==> src/rtl/mps_op_cmd_arbiter.sv <==
// Operation command arbiter: picks one of three requesters,
// issues ON/OFF to the sequencers and reports the outcome.
module mps_op_cmd_arbiter #(
  parameter logic [31:0] P_TIMEOUT = 32'd500_000_000
) (
  input  logic       i_clk,
  input  logic       i_rst,
  input  logic [2:0] i_req_valid,
  input  logic [5:0] i_req_cmd,
  output logic [2:0] o_req_ready,
  input  logic       i_intl,
  input  logic [3:0] i_on_state,
  input  logic [3:0] i_off_state,
  output logic       o_op_on_flag,
  output logic       o_op_off_flag,
  output logic       o_busy,
  output logic       o_done,
  output logic [1:0] o_done_id,
  output logic [1:0] o_result
);

  typedef enum logic [2:0] {
    S_IDLE,
    S_GRANT,
    S_ISSUE,
    S_WAIT,
    S_REPORT
  } state_t;

  localparam logic [1:0] LP_CMD_ON  = 2'b01;
  localparam logic [1:0] LP_CMD_OFF = 2'b10;

  localparam logic [1:0] LP_RES_OK  = 2'b00;
  localparam logic [1:0] LP_RES_FL  = 2'b01;
  localparam logic [1:0] LP_RES_TMO = 2'b10;
  localparam logic [1:0] LP_RES_REJ = 2'b11;

  localparam logic [3:0] LP_ON_IDLE = 4'd0;
  localparam logic [3:0] LP_ON_SYS  = 4'd14;
  localparam logic [3:0] LP_ON_FAIL = 4'd15;
  localparam logic [3:0] LP_OFF_IDL = 4'd0;
  localparam logic [3:0] LP_OFF_SYS = 4'd3;

  localparam logic [31:0] LP_LAST = P_TIMEOUT - 32'd1;

  state_t      r_state;
  logic [1:0]  r_rr;
  logic [1:0]  r_win;
  logic [1:0]  r_cmd;
  logic [31:0] r_cnt;
  logic [2:0]  r_ready;
  logic        r_on;
  logic        r_off;
  logic        r_busy;
  logic        r_done;
  logic [1:0]  r_done_id;
  logic [1:0]  r_result;

  // slot 3 is a dummy so a 2-bit index never leaves the array
  logic [1:0]  w_cmd [0:3];
  logic [3:0]  w_valid;
  logic [1:0]  w_win;
  logic        w_off_hit;
  logic        w_any_hit;
  logic [1:0]  w_idx;
  logic        w_reject;
  logic        w_cpl;
  logic [1:0]  w_cpl_res;
  logic        w_tmo;

  function automatic logic [1:0] f_mod3(
    input logic [1:0] a,
    input logic [1:0] b
  );
    logic [2:0] s;
    s = {1'b0, a} + {1'b0, b};
    if (s >= 3'd3) s = s - 3'd3;
    return s[1:0];
  endfunction

  assign w_cmd[0] = i_req_cmd[1:0];
  assign w_cmd[1] = i_req_cmd[3:2];
  assign w_cmd[2] = i_req_cmd[5:4];
  assign w_cmd[3] = 2'b00;
  assign w_valid  = {1'b0, i_req_valid};

  // winner: OFF class first, then anything; round-robin from r_rr
  always_comb begin
    w_win     = 2'd0;
    w_off_hit = 1'b0;
    w_any_hit = 1'b0;
    w_idx     = 2'd0;
    for (int k = 0; k < 3; k++) begin
      w_idx = f_mod3(r_rr, 2'(k));
      if (!w_off_hit && w_valid[w_idx]
          && w_cmd[w_idx] == LP_CMD_OFF) begin
        w_win     = w_idx;
        w_off_hit = 1'b1;
      end
    end
    if (!w_off_hit) begin
      for (int k = 0; k < 3; k++) begin
        w_idx = f_mod3(r_rr, 2'(k));
        if (!w_any_hit && w_valid[w_idx]) begin
          w_win     = w_idx;
          w_any_hit = 1'b1;
        end
      end
    end
  end

  // legality of the latched command against current sequencer state
  always_comb begin
    w_reject = 1'b1;
    unique case (1'b1)
      (r_cmd == LP_CMD_ON):
        w_reject = i_intl || (i_on_state != LP_ON_IDLE);
      (r_cmd == LP_CMD_OFF):
        w_reject = (i_off_state != LP_OFF_IDL);
      default:
        w_reject = 1'b1;
    endcase
  end

  // completion detect; interlock alone never completes a command
  always_comb begin
    w_cpl     = 1'b0;
    w_cpl_res = LP_RES_OK;
    if (r_cmd == LP_CMD_ON) begin
      if (i_on_state == LP_ON_SYS) begin
        w_cpl     = 1'b1;
        w_cpl_res = LP_RES_OK;
      end else if (i_on_state == LP_ON_FAIL) begin
        w_cpl     = 1'b1;
        w_cpl_res = LP_RES_FL;
      end
    end else if (r_cmd == LP_CMD_OFF) begin
      if (i_off_state == LP_OFF_SYS) begin
        w_cpl     = 1'b1;
        w_cpl_res = LP_RES_OK;
      end
    end
  end

  assign w_tmo = (r_cnt == LP_LAST);

  // command FSM with all outputs registered
  always_ff @(posedge i_clk or negedge i_rst) begin
    if (!i_rst) begin
      r_state   <= S_IDLE;
      r_rr      <= 2'd0;
      r_win     <= 2'd0;
      r_cmd     <= 2'd0;
      r_cnt     <= 32'd0;
      r_ready   <= 3'd0;
      r_on      <= 1'b0;
      r_off     <= 1'b0;
      r_busy    <= 1'b0;
      r_done    <= 1'b0;
      r_done_id <= 2'd0;
      r_result  <= 2'd0;
    end else begin
      r_ready <= 3'd0;
      r_on    <= 1'b0;
      r_off   <= 1'b0;
      r_done  <= 1'b0;
      unique case (r_state)
        S_IDLE: begin
          if (|i_req_valid) begin
            r_state <= S_GRANT;
            r_win   <= w_win;
            r_cmd   <= w_cmd[w_win];
            r_rr    <= f_mod3(w_win, 2'd1);
            r_ready <= 3'(3'b001 << w_win);
            r_busy  <= 1'b1;
          end
        end
        S_GRANT: begin
          if (w_reject) begin
            r_state   <= S_REPORT;
            r_done    <= 1'b1;
            r_done_id <= r_win;
            r_result  <= LP_RES_REJ;
          end else begin
            r_state <= S_ISSUE;
            r_on    <= (r_cmd == LP_CMD_ON);
            r_off   <= (r_cmd == LP_CMD_OFF);
          end
        end
        S_ISSUE: begin
          r_state <= S_WAIT;
          r_cnt   <= 32'd0;
        end
        S_WAIT: begin
          if (w_cpl) begin
            r_state   <= S_REPORT;
            r_done    <= 1'b1;
            r_done_id <= r_win;
            r_result  <= w_cpl_res;
          end else if (w_tmo) begin
            r_state   <= S_REPORT;
            r_done    <= 1'b1;
            r_done_id <= r_win;
            r_result  <= LP_RES_TMO;
          end else begin
            r_cnt <= r_cnt + 32'd1;
          end
        end
        S_REPORT: begin
          r_state <= S_IDLE;
          r_busy  <= 1'b0;
        end
        default: begin
          r_state <= S_IDLE;
          r_busy  <= 1'b0;
        end
      endcase
    end
  end

  assign o_req_ready   = r_ready;
  assign o_op_on_flag  = r_on;
  assign o_op_off_flag = r_off;
  assign o_busy        = r_busy;
  assign o_done        = r_done;
  assign o_done_id     = r_done_id;
  assign o_result      = r_result;

endmodule

==> config.mk <==
export PLATFORM = sky130hd
export DESIGN_NAME = mps_op_cmd_arbiter
export DESIGN_NICKNAME = d
export VERILOG_FILES = /design/src/rtl/mps_op_cmd_arbiter.sv
export SDC_FILE = /design/constraint.sdc
export NUM_CORES = 1
export LEC_CHECK = 0
export CAP_MARGIN = 40
export CELL_PAD_IN_SITES_DETAIL_PLACEMENT = 0
export CELL_PAD_IN_SITES_GLOBAL_PLACEMENT = 2
export CORE_UTILIZATION = 39
export DETAILED_ROUTE_END_ITERATION = 7
export GPL_ROUTABILITY_DRIVEN = 1
export MAX_ROUTING_LAYER = met4
export PLACE_DENSITY_LB_ADDON = 0.1
export SLEW_MARGIN = 40
export SYNTH_ARGS = -nofsm -noshare
export SYNTH_HDL_FRONTEND = slang
export SYNTH_SLANG_ARGS = --single-unit
export TNS_END_PERCENT = 100
==> constraint.sdc <==
create_clock -name i_clk -period 6.5 [get_ports i_clk]
set_clock_uncertainty 0.15 [all_clocks]
set_input_delay 1.625 -clock i_clk [delete_from_list [all_inputs] [get_ports i_clk]]
set_output_delay 1.625 -clock i_clk [all_outputs]
set_load 0.1 [all_outputs]
* Word-level counts from Yosys, hierarchy flattened *
Cells that the tools add are included.

storage, ports and cells
  bits in registers = 52
  bits of input ports = 20
  output and inout bits = 11

cells by class
  $add $sub $neg = 8
  $lt $le $gt $ge = 14
  equal/unequal tests = 17
  shifts and indexed selects = 1
  muxes and demuxes = 82
  bitwise gates (word level) = 5
  reduce and logical (&&, ||, !) cells = 24

operators by type and width
  cell                                                   number
  2-to-1 mux 32 bit                                      2
  one-hot mux 32 bit (2 select lines)                    1
  2-to-1 mux 2 bit                                       29
  adder 32 x 1 -> 32 bit, second input constant          1
  equality test 32 x 29 -> 1 bit, second input constant  1
  2-to-1 mux 1 bit                                       28
  < comparator 2 x 3 -> 1 bit, second input constant     6
  2-to-1 mux 3 bit                                       6
  binary-select mux 2 bit (select 2 bit)                 4
  binary-select mux 1 bit (select 2 bit)                 6
  >= comparator 3 bit, second input constant             4
  inverter 2 -> 3 bit                                    4
  one-hot mux 3 bit (4 select lines)                     1
  >= comparator 3 x 2 -> 1 bit, second input constant    3
  equality test 2 bit, second input constant             4
  equality test 4 bit, second input constant             2
  != test 2 bit, second input constant                   4
  one-hot mux 2 bit (2 select lines)                     2
  nonzero test 4 bit                                     2
  subtractor 2 bit, second input constant                4
  logical AND 1 bit                                      7
  adder 2 x 1 -> 3 bit, second input constant            2
  equality test 3 x 2 -> 1 bit, second input constant    2
  one-hot mux 1 bit (2 select lines)                     3
  other kinds (15)                                       23

* Logic depth before layout (Yosys ltp) *
  depth after elaboration = 34
  gate-level depth with buffers = 12
  depth with buffers taken out = 11

* Worst setup path after synthesis *
Ideal clock, no wire load.

  kind = in2reg
  start point = input port i_req_cmd[0]
  end point = register r_rr[0]
  data arrival time = 3,487 ps
  required time = 6,193 ps
  path slack = 2,707 ps
  stages on the path = 9
  buffers on the path = 0
  cells stage by stage = or4b_2 o311a_1 o221ai_2 o22ai_1 a211oi_1 inv_1 ha_1 nand2_1 o21ai_0

on the way
  longest elaborated chain between the ends = 21
  elaborated cells between the ends (all ways) = 33

RTL lines
  element                                                           line  RTL
  start, declared                                                   9     input logic [5:0] i_req_cmd,
  binary-select mux 2 bit (select 2 bit)                            96    && w_cmd[w_idx] == LP_CMD_OFF) begin
  2-to-1 mux 2 bit (implied by the code) (2 in a row)               96
  equality test 2 bit                                               96
  logical AND 1 bit                                                 96
  2-to-1 mux 1 bit                                                  95    if (!w_off_hit && w_valid[w_idx]
  logical NOT 1 bit                                                 95
  logical AND 1 bit                                                 95
  logical AND 1 bit                                                 96
  [2 not listed]                                                    -
  logical AND 1 bit                                                 95
  logical AND 1 bit                                                 96
  2-to-1 mux 2 bit                                                  95
  2-to-1 mux 2 bit (3 in a row)                                     104   if (!w_any_hit && w_valid[w_idx]) begin
  2-to-1 mux 2 bit *                                                101   if (!w_off_hit) begin
  adder 2 x 1 -> 3 bit *                                            76    s = {1'b0, a} + {1'b0, b};
  >= comparator 3 x 2 -> 1 bit or subtractor 2 bit (tied branches)  77    if (s >= 3'd3) s = s - 3'd3;
  2-to-1 mux 2 bit *                                                77
  end signal, assigned                                              173   r_rr <= f_mod3(w_win, 2'd1);
  end, declared                                                     47    logic [1:0] r_rr;

Every way passes the cells marked *; elsewhere a longest branch is shown, timed or not. The select of a mux whose other input is x is not followed.
A chain may end at the register's enable or synchronous reset.

* Worst setup path after layout *
  start point = input port i_req_cmd[1]
  end point = register r_rr[0]

The elaborated chain is that of the path after synthesis.

==> metrics <==
Async S/R FF share, synth 100.0%; global-route wire length before repair between 10,000 and 15,000 um; Setup CP Type in2reg; Initial Utilization 40.42%; Crit path buffers/inverters 2; CP required ~6600 ps; CP arrival ~4200 ps; worst slew pin tran 670.9 ps; CP endpoint kind register; Leakage Power 0.001581 uW; flops & latches, synth 52; most frequent cells in the layout 52 x dfrtp_1, 50 x nor2_1, 24 x nand2_1, 21 x xor2_1, 20 x nand3_1; Reg clk slew, reported paths around 100 ps; type of the most critical hold path reg2reg; antenna violations before repair 0; Hold-fix buffers, CTS 0; io pins 31; DP Wirelength between 5000 and 6000 um; Vias around 2,600; DR WL/cell ~15 um; Synth Cell Area between 3000 and 4000 um2; Post-CTS Setup Repair Bufs 0; GR Overflow Total 0; Post-route DRC 0; Die H about 90 um; Worst Setup Start Kind primary input; register area 1301 um2; Iter 0 DRT Violations a little under 100; Sum Neg Setup Slack 0 ps; die extent in x around 90 um; Syn Inst Count 337; Core Region 7767 um2; vias in the first global route roughly 2,500; total wire length roughly 7200 um; Multi-input gate area between 1500 and 2000 um2; Synth cell types between 50 and 60; total CTS buffers 5; clk buf depth 2; kind of cell adding the most delay to the critical path compound AO/OA/AOI/OAI gates; area grow syn2layout 14.47%; predominant post-synthesis flop cell dfrtp_1; CTS sink count between 50 and 60; CP max-delay cell or4b_2; CP Max Fanout 4; Worst-Skew Late Latency between 300 and 400 ps; Net count, final slightly below 400; pin count of the biggest net entering global routing 53; # diodes 0; max-capacitance violation count 0; outcome finished, final reports clean; setup violators final 0; PD cells 395.1 nW/um2; Syn Nets roughly 360; post-route ant nets 0; die area about 8400 um2; GRT Overall Usage a little under 20%; Final Wtd Congestion 0.7952; worst path cell trace clkdlybuf4s50_1 -> or4b_2 -> o311a_1 -> o221ai_2 -> o22ai_1 -> a211oi_1 -> inv_1 -> ha_1 -> nand2_1 -> o21ai_0; RSZ-0062 raised after global routing false; fillers 803; Slew Viols, Final 0; post-synthesis sequential area ratio roughly 41%; First-pass DRT Iterations 4; commonest non-fill, non-tap cell in the layout dfrtp_1; Hold Violations, Final 0; Max stage delay on crit path ~600 ps; Root Buffer clkbuf_8; IR drop worst, VDD ~0.14 mV; period utilisation layout between 60 and 70%; CTS tree built; H-tree Lvls 2; Tmin final ~4200 ps; DR vias/cell 5.526; Yosys warnings 0; fmax ~240 MHz; Min Hold Slack ~330 ps; Port-buffer cells 30; share of cells above drive strength 1 a little under an eighth; number of synthesized flops with an enable pin 0; relative slew slack between 50 and 60%; FP Rows 32; post-CTS sizing 0; Synth Area per Inst 9.315 um2
[report_power, final]
group | internal [uW] | total (uW) | switching (uW) | leakage [uW]
logic | 261 | 788 | 527 | 0.000836
clock network | 87.4 | 199 | 112 | 0.0000516
registers | 381 | 433 | 52.1 | 0.000693
total | 729 | 1420 | 691 | 0.00158
[cells in the mapped netlist (all sizes together), types with 7 or more instances]
| library cell | number | area, um2 |
|---|---|---|
| dfrtp | 52 | 1301 |
| nor2 | 51 | 193.9 |
| nand2 | 24 | 90.09 |
| xor2 | 21 | 183.9 |
| nand3 | 20 | 100.1 |
| inv | 16 | 60.06 |
| o21ai | 12 | 60.06 |
| nand4 | 9 | 56.30 |
| a21oi | 8 | 40.04 |
| clkbuf | 8 | 30.03 |
| ha | 7 | 87.58 |
| xnor2 | 7 | 61.31 |
[stage by stage]
stage                     cells  utilization, %  power (uW)  area [um2]  setup WS (ps)
after floorplan             337               -        1060        3139           2707
after global placement      462           45.73        1256        3552           2076
after detailed placement    462           45.02        1233        3497           2005
after CTS                   470           46.26        1435        3593           2356
after global routing        470           46.26        1535        3593           2158
final                       470           46.26        1420        3593           2344
[per-layer routing]
layer,part of all wire (%),track usage (%),up-vias,wire (um)
met3,4.6,3.400,5,333
met5,0,-,-,0
li1,-,-,1271,-
met1,50,27.09,1260,3639
met4,0.68,4.036,0,49
met2,44,29.26,61,3195
[state kept, by name, indices dropped and copies added, names as in the netlist]
register	cells
r_cnt	32
o_result	2
o_done_id	2
o_op_off_flag	1
r_rr	2
r_state	3
r_win	2
r_cmd	2
o_req_ready	3
o_busy	1
o_done	1
o_op_on_flag	1
[cell type report]
cell class / count / area share, %
Multi-Input combinational cell: 257 / 48.15
Sequential cell: 52 / 36.21
Timing Repair Buffer: 35 / 7.730
Tap cell: 102 / 3.552
Clock buffer: 6 / 2.298
Inverter: 16 / 1.671
Clock inverter: 2 / 0.3830
[cells by family (layout without fill, tap and decap cells)]
family          Yosys count  after routing  share of synthesized area (%)
xor+xnor                 28             28                          7.812
fa+ha+maj                 7              7                          2.790
mux                      11             11                          3.986
simple gates            155            155                          26.11
flops                    52             52                          41.45
buf+inv                  28             59                          3.587
compound gates           56             56                          14.27
[path summary, 6_finish.rpt]
| path | depth (start not counted) | slack (ps) | to | start |
|---|---|---|---|---|
| max reg2reg | 11 | 3160 | r_rr[0] | r_rr[0] |
| min reg2reg | 1 | 330 | r_cnt[6] | r_cnt[6] |
| min | 1 | 330 | r_cnt[6] | r_cnt[6] |
| max in group asynchronous | 2 | 4470 | r_cnt[7] | i_rst |
| min in group asynchronous | 2 | 1260 | o_done_id[1] | i_rst |
| max | 10 | 2340 | r_rr[0] | i_req_cmd[1] |
Power figures use the tool's default switching activity.
